==> config.mk <==
export PLATFORM = sky130hd
export DESIGN_NAME = uart_tx_arbiter
export DESIGN_NICKNAME = d
export VERILOG_FILES = /design/src/rtl/uart_tx_arbiter.sv
export SDC_FILE = /design/constraint.sdc
export NUM_CORES = 1
export LEC_CHECK = 0
export CAP_MARGIN = 20
export CORE_AREA = 2 2 62 64
export CTS_BUF_LIST = sky130_fd_sc_hd__clkbuf_4
export DETAILED_ROUTE_END_ITERATION = 16
export DIE_AREA = 0 0 64 66
export PLACE_DENSITY = 0.86
export SLEW_MARGIN = 20
export SYNTH_ARGS = -nofsm -noshare
export SYNTH_HDL_FRONTEND = slang
export SYNTH_SLANG_ARGS = --single-unit
==> constraint.sdc <==
create_clock -name clk -period 1.6 [get_ports clk]
set_clock_uncertainty 0.05 [all_clocks]
set_input_delay 0.32 -clock clk [delete_from_list [all_inputs] [get_ports clk]]
set_output_delay 0.32 -clock clk [all_outputs]
set_load 0.005 [all_outputs]
==> src/rtl/uart_tx_arbiter.sv <==
// uart_tx_arbiter: shares one UART TX between N_REQ byte requesters, launch strobe then busy tracking.
// Define UART_ARB_FIXED_PRIO_EN for lowest-index-wins priority instead of round-robin.
module uart_tx_arbiter #(
    parameter int N_REQ  = 4,
    parameter int DATA_W = 8
) (
    input  logic                    clk,
    input  logic                    rst,
    input  logic [N_REQ-1:0]        req,
    input  logic [N_REQ*DATA_W-1:0] req_data,
    output logic [N_REQ-1:0]        req_ack,
    output logic [N_REQ-1:0]        grant,
    output logic [DATA_W-1:0]       tx_data,
    output logic                    tx_data_valid,
    input  logic                    tx_busy,
    output logic                    arb_busy
);
    localparam int IW = $clog2(N_REQ);
    localparam logic [2:0] IDLE      = 3'd0;
    localparam logic [2:0] LAUNCH    = 3'd1;
    localparam logic [2:0] WAIT_BUSY = 3'd2;
    localparam logic [2:0] WAIT_DONE = 3'd3;
    localparam logic [2:0] DONE      = 3'd4;

    logic [2:0]        state_q, state_d;
    logic [N_REQ-1:0]  grant_q, grant_d, ack_q, ack_d;
    logic [DATA_W-1:0] data_q, data_d;
    logic              valid_q, valid_d, abusy_q;
    logic [IW-1:0]     win;
    logic              launch;

    assign launch = state_q == IDLE && |req && !tx_busy;

`ifdef UART_ARB_FIXED_PRIO_EN
    always_comb begin
        win = '0;
        for (int i = N_REQ - 1; i >= 0; i--)
            if (req[i]) win = IW'(i);
    end
`else
    logic [IW-1:0] rr_q, owner_q;
    int j;
    // Scan downward so the last hit is the first requester at or after rr_q.
    always_comb begin
        win = '0;
        j = 0;
        for (int i = N_REQ - 1; i >= 0; i--) begin
            j = (int'(rr_q) + i) % N_REQ;
            if (req[j[IW-1:0]]) win = j[IW-1:0];
        end
    end
    always_ff @(posedge clk) begin
        if (rst) begin
            rr_q    <= '0;
            owner_q <= '0;
        end else begin
            if (launch) owner_q <= win;
            if (state_q == DONE) rr_q <= (owner_q == IW'(N_REQ - 1)) ? '0 : owner_q + 1'b1;
        end
    end
`endif

    always_comb begin
        state_d = state_q;
        grant_d = grant_q;
        data_d  = data_q;
        valid_d = 1'b0;
        ack_d   = '0;
        case (state_q)
            IDLE: if (launch) begin
                state_d = LAUNCH;
                grant_d = N_REQ'(1) << win;
                data_d  = req_data[int'(win)*DATA_W +: DATA_W];
                valid_d = 1'b1;
            end
            LAUNCH:    state_d = WAIT_BUSY;
            WAIT_BUSY: state_d = tx_busy ? WAIT_DONE : WAIT_BUSY;
            WAIT_DONE: state_d = tx_busy ? WAIT_DONE : DONE;
            DONE: begin
                state_d = IDLE;
                grant_d = '0;
                ack_d   = grant_q;
            end
            default: begin
                state_d = IDLE;
                grant_d = '0;
                data_d  = '0;
            end
        endcase
    end

    always_ff @(posedge clk) begin
        if (rst) begin
            state_q <= IDLE;
            grant_q <= '0;
            ack_q   <= '0;
            data_q  <= '0;
            valid_q <= 1'b0;
            abusy_q <= 1'b0;
        end else begin
            state_q <= state_d;
            grant_q <= grant_d;
            ack_q   <= ack_d;
            data_q  <= data_d;
            valid_q <= valid_d;
            abusy_q <= state_d != IDLE;
        end
    end

    assign req_ack       = ack_q;
    assign grant         = grant_q;
    assign tx_data       = data_q;
    assign tx_data_valid = valid_q;
    assign arb_busy      = abusy_q;
endmodule
==> out/qor.csv, run 1 <==
metric;value;unit
switching portion of total power;27.99;%
remaining antenna violation count after routing;0;
Final Cycle Share;97.88;%
Ys Warns;0;
Crit Path Max Fanout;2;
CP Launch Type;flop;
Clock Sinks;25;
Comb pwr share;30.1;%
Netlist cell types;37;
dpl hpwl;2716;µm
final critical-path required period;1.566;ns
largest area contributor in the netlist;dfxtp_1;
DRC viols;0;
Tot Pwr;1.396;mW
via count;1360;
Final TNS setup;0;ns
most common cell after layout, fill and taps aside;clkdlybuf4s50_1;
Sw Pwr;390.7;µW
CP delay by family, top;buffers and inverters;
Fill cells;304;
CTS Buf Count;3;
Max stage delay on crit path;0.51;ns
WP data required;1.23;ns
f_max;638.5;MHz
total routed wirelength;3517;µm
Die W;64;µm
clk slew on worst S/H paths;0.15;ns
normalized max-slew margin;75.66;%
commonest cells after routing, fill and taps aside;clkdlybuf4s50_1 (50), dfxtp_1 (18), nand2_1 (17);
Die Span Y;66;µm
number of synthesized register bits;25;
RePlAce Congestion;0.8155;
worst-margin pin slew;0.3631;ns
Multi-input gate area;849.6;µm²
FF/Latch Area;511.7;µm²
Yosys top cell area share;36.73;%
Final Instance Area;2180;µm²
initial antenna violation count;0;
I/O pin cnt;57;
vias in the first global route;1273;
internal power;1.005;mW
Starting Density;38.37;%
status;finished, final reports clean;
core area;3551;µm²
Fin Hold WS;0.4223;ns
sequential fraction of the synthesis area;36.73;%
final hold viol count;0;
pin count of the biggest net entering global routing;16;
Synth Cell Area;1363;µm²
Top FF cell, synth;dfxtp_1;
final slew viol count;0;
layout cell share with drive strength beyond 1;25.35;%
die footprint;4224;µm²
Peak VDD IR;0.4160;mV
area delta synth->final;59.96;%
Mapped Nets;187;
CTS hold repair buffers;0;
Async SR Flop Fraction;0;%
Vias/cell;5.132;
Final setup viols;0;
Setup crit end kind;primary output;
WS Path Type;reg2out;
Pwr per Cell Area;640.3;nW/µm²
CTS Buffer Depth;2;
Tightest Hold Check Type;reg2reg;
LEAKAGE;0.9033;nW
TritonCTS clock tree;done;
register share of total power;48.8;%
grt total ovfl;0;
First DRT Iteration DRCs;66;
Final #Nets;258;
crit path DAT;1.20;ns
number of synthesized flops with an enable pin;0;
Syn Inst Count;147;
slowest CP cell;clkdlybuf4s50_1;
Placed Area;2081;µm²
gr usage total;17.67;%
H-tree level count;1;
DR pass1 iterations;4;
max-cap viol count;0;
Cell Chain, Critical Path;clkdlybuf4s50_1;
first-pass GRT wire length;5830;µm
row count;22;
worst skew pair latency;0.33;ns
Ant. Diodes;0;
Area contributors post-synth;dfxtp_1 (37%), mux2i_1 (6.6%), o211ai_2 (6.4%);
port bufs;56;
Root Driver;clkbuf_4;
Clk pwr share;21.1;%
syn_area_per_cell;9.269;µm²
RSZ-0062 raised after global routing;yes;
WL/cell;13.27;µm
Worst Path Buf+Inv;1;
[cell usage after synthesis, types with 2 or more instances]
cell type and count:
dfxtp_1 25, nand2_1 17, nand3_1 16, a21oi_1 10, mux2i_1 9, o21ai_0 8
a211o_1 7, o211ai_2 7, nand2b_1 5, and2_1 4, buf_6 4, nor2_1 3
nor3_1 3, buf_2 2, buf_4 2, nand2_4 2, nor2_2 2, nor4_1 2
[what timing repair did]
action | CTS | global route
resized for setup | 8 | 21
buffers inserted | 0 | 0
pin swaps | 0 | 2
endpoints found under the setup margin | 15 | 20
[metal layers]
layer  routed length (µm)  share of wire [%]  GRT usage, %  vias to the layer above
li1                     -                  -             -                      686
met1                 1573                 45         22.59                      617
met2                 1632                 46         29.04                       51
met3                  259                7.4         4.089                        6
met4                   51                1.5         6.250                        0
met5                    0                  0             0                        -
[sequential cells by signal, indices dropped and copies added, names as in the netlist]
name           count
tx_data            8
owner_q            2
rr_q               2
grant              4
req_ack            4
tx_data_valid      1
arb_busy           1
state_q            3
[power groups by stage]
stage / sequential, mW / clock [mW] / combinational, mW
finish: 0.680 / 0.294 / 0.421
global route: 0.686 / 0.324 / 0.453
CTS: 0.681 / 0.300 / 0.405
detailed placement: 0.694 / 0 / 0.405
global placement: 0.695 / 0 / 0.394
floorplan: 0.695 / 0 / 0.175
[cell families (layout without fill, tap and decap cells)]
group	after synthesis	count (layout)	synth area share (%)
buffers and inverters	10	80	5.692
DFF	25	25	36.73
adders and majority gates	1	1	0.9181
AOI/OAI and AO/OA	38	38	22.22
and+or+nand+nor	64	64	27.82
muxes	9	9	6.612
[stage by stage]
step	setup slack, ns	std cells	util (%)
3_3_place_gp	-0.4862	262	58.60
5_1_grt	-0.05949	265	61.38
4_1_cts	0.007899	266	59.65
6_report	0.03387	265	61.38
3_5_place_dp	-0.5371	262	58.60
2_1_floorplan	0.04949	147	-
[area by class of cell]
cell class                 count  area share, %
sequential                    25          23.48
multi-input combinational    112          38.98
timing repair buffer          74          33.07
tap                           48          2.755
inverter                       2         0.3444
clock inverter                 1         0.3444
clock buffer                   3          1.033
[path summary, 6_finish.rpt]
path / start / endpoint / slack, ns / depth (start not counted)
worst min register to register: owner_q[1]$_SDFFE_PP0P_ / owner_q[1]$_SDFFE_PP0P_ / 0.42 / 2
worst max register to register: rr_q[0]$_SDFFE_PP0N_ / tx_data[5]$_SDFFE_PP0P_ / 0.04 / 6
worst max-delay path: tx_data[3]$_SDFFE_PP0P_ / tx_data[3] / 0.03 / 1
worst min-delay path: owner_q[1]$_SDFFE_PP0P_ / owner_q[1]$_SDFFE_PP0P_ / 0.42 / 2
Note: power is estimated with default switching activity, not from simulation.
==> inputs of run 2 (changes only) <==
--- a/config.mk
+++ b/config.mk
@@ -11,6 +11,7 @@
 export DETAILED_ROUTE_END_ITERATION = 16
 export DIE_AREA = 0 0 64 66
 export PLACE_DENSITY = 0.86
+export SETUP_SLACK_MARGIN = 0.2
 export SLEW_MARGIN = 20
 export SYNTH_ARGS = -nofsm -noshare
 export SYNTH_HDL_FRONTEND = slang
==> run 2 against run 1 <==
Global-route usage rose by 2.1 points. Non-clock buffer count rose by 11. First-iteration DRC count fell by 3.0%. Largest power group unchanged. Sequential share of layout area fell by 1.5 points. Core utilization rose by 6.0 points.
==> out/qor.csv, run 2 (synthesis results as in run 1) <==
metric;value;unit
worst-margin pin slew;0.5001;ns
pin count of the biggest net entering global routing;16;
Ant. Diodes;0;
H-tree level count;1;
f_max;646.1;MHz
Inst Count DP;264;
max-cap viol count;0;
DR pass1 iterations;4;
Final #Nets;269;
I/O pin cnt;57;
slowest CP cell;nor4_2;
Root Driver;clkbuf_4;
Die Span Y;66;µm
RSZ-0062 raised after global routing;yes;
total routed wirelength;4242;µm
LEAKAGE;1.055;nW
core area;3551;µm²
remaining antenna violation count after routing;0;
die footprint;4224;µm²
CP delay by family, top;simple AND/OR/NAND/NOR gates;
final slew viol count;0;
clk slew on worst S/H paths;0.14;ns
final critical-path required period;1.548;ns
Final setup viols;0;
Max stage delay on crit path;0.34;ns
CTS Buffer Depth;2;
Tot Pwr;1.476;mW
DRC viols;0;
RePlAce Congestion;0.7958;
hold_sp;tx_data[6]$_SDFFE_PP0P_;
CP Launch Type;input port;
status;finished, final reports clean;
row count;22;
Clock Sinks;25;
port bufs;56;
Peak VDD IR;0.5526;mV
max FFs per register;8;
reg-to-reg critical path startpoint;rr_q[0]$_SDFFE_PP0N_;
worst skew pair latency;0.34;ns
normalized max-slew margin;66.48;%
vias in the first global route;1457;
Cell Chain, Critical Path;dlygate4sd2_1, nor4_2, nand2b_2, nand2b_1, inv_2, nand2_4, o221ai_2;
Setup crit end kind;flop;
TritonCTS clock tree;done;
WP data required;1.77;ns
Die W;64;µm
gr usage total;19.80;%
Vias/cell;5.232;
WS Path Type;in2reg;
dpl hpwl;2816;µm
Fill cells;268;
grt total ovfl;0;
initial antenna violation count;0;
area delta synth->final;75.67;%
most common cell after layout, fill and taps aside;clkdlybuf4s50_1;
Worst Path Buf+Inv;2;
first-pass GRT wire length;6665;µm
Tightest Hold Check Type;reg2reg;
Starting Density;38.37;%
Layout Cells excl Fill;276;
layout cell share with drive strength beyond 1;42.11;%
WL/cell;15.37;µm
Pwr per Cell Area;616.7;nW/µm²
Crit Path Max Fanout;8;
crit path DAT;1.72;ns
CTS hold repair buffers;0;
via count;1444;
CTS Buf Count;3;
crit path from;req[3];
Final Cycle Share;96.73;%
final hold viol count;0;
First DRT Iteration DRCs;64;
commonest cells after routing, fill and taps aside;clkdlybuf4s50_1 (34), buf_4 (23), dlygate4sd2_1 (18);
==> run 2: where the power goes <==
group	switching [mW]	internal (mW)	total, mW
registers	0.0236	0.663	0.687
clock network	0.209	0.0958	0.305
logic	0.204	0.281	0.484
==> run 2: timing repair <==
action | 4_1_cts | 5_1_grt
pin swaps | 4 | 4
resized for setup | 47 | 34
setup buffers | 6 | 2
endpoints found under the setup margin | 35 | 23
==> run 2: worst paths after layout <==
check | to | slack [ns] | cells after the start
setup / recovery | tx_data[6]$_SDFFE_PP0P_ | 0.05 | 7
hold / removal | tx_data[6]$_SDFFE_PP0P_ | 0.41 | 2
setup reg to reg | tx_data[3]$_SDFFE_PP0P_ | 0.06 | 6
hold reg to reg | tx_data[6]$_SDFFE_PP0P_ | 0.41 | 2
==> run 2: cell type report <==
cell class / instances / area, µm² / share of cell area [%]
clock inverter: 1 / 7.507 / 0.3136
multi-input combinational: 112 / 963.4 / 40.25
clock buffer: 3 / 22.52 / 0.9409
timing repair buffer: 85 / 807.0 / 33.72
inverter: 2 / 7.507 / 0.3136
sequential: 25 / 525.5 / 21.96
tap: 48 / 60.06 / 2.509
==> run 2: metal layers <==
metal  up-vias  wire [µm]  GRT usage, %
li1        704          -             -
met3        12        285         5.111
met2        61       2175         35.16
met5         -          0             0
met1       667       1692         22.57
met4         0         88         7.880
==> run 2: tightest hold or removal path: stages (launching register included) <==
cell,delay [ns]
dfxtp_2,0.34
nand2_1,0.05
o221ai_2,0.05
==> run 2: per-stage QoR <==
stage / util (%) / instance area, µm² / hold WS [ns] / setup TNS [ns] / setup WS (ns)
after floorplan: - / 1376 / 0.3487 / 0 / 0.09858
after global placement: 59.41 / 2110 / 0.4033 / -7.549 / -0.5299
after detailed placement: 59.41 / 2110 / 0.3996 / -8.212 / -0.5701
after CTS: 63.39 / 2251 / 0.4185 / 0 / 0.03485
after global routing: 67.41 / 2394 / 0.4502 / -0.05106 / -0.01757
final: 67.41 / 2394 / 0.4144 / 0 / 0.05230
==> inputs of run 3 (changes only) <==
--- a/config.mk
+++ b/config.mk
@@ -10,6 +10,7 @@
 export CTS_BUF_LIST = sky130_fd_sc_hd__clkbuf_4
 export DETAILED_ROUTE_END_ITERATION = 16
 export DIE_AREA = 0 0 64 66
+export GPL_TIMING_DRIVEN = 0
 export PLACE_DENSITY = 0.86
 export SETUP_SLACK_MARGIN = 0.2
 export SLEW_MARGIN = 20
==> run 3 against run 2 <==
Non-clock buffer count down 1. Global-route usage is 0.52 points lower. Largest cell class unchanged. First-iteration DRC count down 17%. Fmax is 11% lower. Design area increased by 0.73%. Core utilization grew 0.49 points. The flow now finishes with violations (negative setup slack). Register-to-register slack got worse by 0.20 ns. Sequential share of layout area hardly changed. Critical path depth is 2 higher. Largest power group unchanged. Combinational power is 5.6% higher. Cell count shrank 0.36%.
==> out/qor.csv, run 3 (synthesis results as in run 1) <==
metric;value;unit
area delta synth->final;76.95;%
Global Route met1 Usage;23.59;%
core area;3551;µm²
GRT met3 Usage;3.407;%
CP Launch Type;flop;
RSZ-0062 raised after global routing;yes;
CTS Buf Count;3;
final critical-path required period;1.739;ns
WL/cell;15.63;µm
status;finished with violations;
Crit Path Max Fanout;5;
routing usage on met2;34.77;%
WP data required;1.82;ns
layout cell share with drive strength beyond 1;41.85;%
pin count of the biggest net entering global routing;16;
die footprint;4224;µm²
worst-margin pin slew;0.4902;ns
commonest cells after routing, fill and taps aside;clkdlybuf4s50_1 (34), buf_4 (18), dlygate4sd2_1 (18);
Pwr per Cell Area;622.7;nW/µm²
RePlAce Congestion;0.8373;
Starting Density;38.37;%
crit path DAT;1.96;ns
Die Span Y;66;µm
row count;22;
slowest CP cell;dfxtp_4;
Max stage delay on crit path;0.39;ns
Final #Nets;268;
Final Cycle Share;108.7;%
first-pass GRT wire length;6403;µm
CTS Buffer Depth;2;
most common cell after layout, fill and taps aside;clkdlybuf4s50_1;
vias in the first global route;1396;
Layout Cells excl Fill;275;
Inst Count DP;251;
final hold viol count;0;
remaining antenna violation count after routing;0;
H-tree level count;1;
Ant. Diodes;0;
DR pass1 iterations;4;
grt total ovfl;0;
Peak VDD IR;0.3411;mV
Final TNS setup;-0.6982;ns
final core utilization;67.90;%
Worst Path Buf+Inv;4;
LEAKAGE;1.034;nW
Tightest Hold Check Type;reg2reg;
worst skew pair latency;0.33;ns
port bufs;56;
clk slew on worst S/H paths;0.15;ns
Vias/cell;5.305;
Clock Sinks;25;
final slew viol count;0;
Die W;64;µm
TritonCTS clock tree;done;
DRC viols;0;
Final WS setup;-0.1391;ns
gr usage total;19.29;%
Cell Chain, Critical Path;nand2b_4, and4b_1, buf_6, nor2_4, buf_12, buf_16, buf_4, nand3_2, a21oi_2;
initial antenna violation count;0;
f_max;575.0;MHz
First DRT Iteration DRCs;53;
dpl hpwl;2442;µm
normalized max-slew margin;67.32;%
CP Depth;9;
max-cap viol count;0;
worst hold stages;2;
via count;1459;
I/O pin cnt;57;
WS Path Type;reg2reg;
GR peak layer;met2;
reg2reg path depth;9;
Root Driver;clkbuf_4;
violated checks;negative setup slack;
total routed wirelength;4297;µm
Setup crit end kind;flop;
CP delay by family, top;simple AND/OR/NAND/NOR gates;
Final setup viols;9;
max FFs per register;8;
-- run 3: cell count changes in the layout (fill, tap and decap cells not counted), sizes merged --
cell / delta
dlymetal6s2s: -2
buf: -2
clkbuf: +2
clkdlybuf4s15: +1
-- run 3: power by group --
group | switching, mW | total, mW | internal (mW)
clock | 0.211 | 0.307 | 0.0958
sequential | 0.0227 | 0.684 | 0.661
combinational | 0.217 | 0.511 | 0.294
total | 0.451 | 1.50 | 1.05
-- run 3: worst paths after layout --
kind / endpoint / startpoint / slack [ns]
max reg2reg: grant[2]$_SDFFE_PP0P_ / rr_q[0]$_SDFFE_PP0N_ / -0.14
min: tx_data[6]$_SDFFE_PP0P_ / tx_data[6]$_SDFFE_PP0P_ / 0.42
max: grant[2]$_SDFFE_PP0P_ / rr_q[0]$_SDFFE_PP0N_ / -0.14
min reg2reg: tx_data[6]$_SDFFE_PP0P_ / tx_data[6]$_SDFFE_PP0P_ / 0.42
-- run 3: metal layers --
metal | part of all wire, % | vias up
met3 | 5.8 | 9
met2 | 52 | 55
li1 | - | 700
met5 | 0 | -
met4 | 1.4 | 0
met1 | 41 | 695
-- run 3: layout make-up --
class	instances	area, µm²
clock inverters	1	7.507
flip-flops and latches	25	530.5
repair buffers	76	721.9
fillers	246	1140
clock buffers	3	22.52
multi-input cells	112	977.2
well taps	48	60.06
inverters	2	7.507
plain buffers	8	83.83
-- run 3: worst min-delay path, delay by kind of cell (launching register included) --
| family | cells | cell delay (ns) |
|---|---|---|
| flip-flops | 1 | 0.35 |
| AND/OR/NAND/NOR | 1 | 0.05 |
| AO/OA/AOI/OAI | 1 | 0.05 |
-- run 3: timing repair --
action,4_1_cts,5_1_grt
buffers inserted,14,5
pin swaps,8,14
cloned,1,0
gates resized for setup,54,34
hold buffers,0,0
endpoints found under the setup margin,35,16
-- run 3: per-stage QoR --
step | instance area, µm² | worst slack [ns] | total power [mW] | hold slack [ns]
final | 2411 | -0.1391 | 1.501 | 0.4240
after global placement | 1997 | -0.7826 | 1.057 | 0.4035
after global routing | 2411 | -0.1610 | 1.568 | 0.4485
after floorplan | 1376 | 0.09858 | 0.8721 | 0.3487
after CTS | 2220 | -0.09102 | 1.432 | 0.4245
after detailed placement | 1997 | -0.8175 | 1.063 | 0.4053
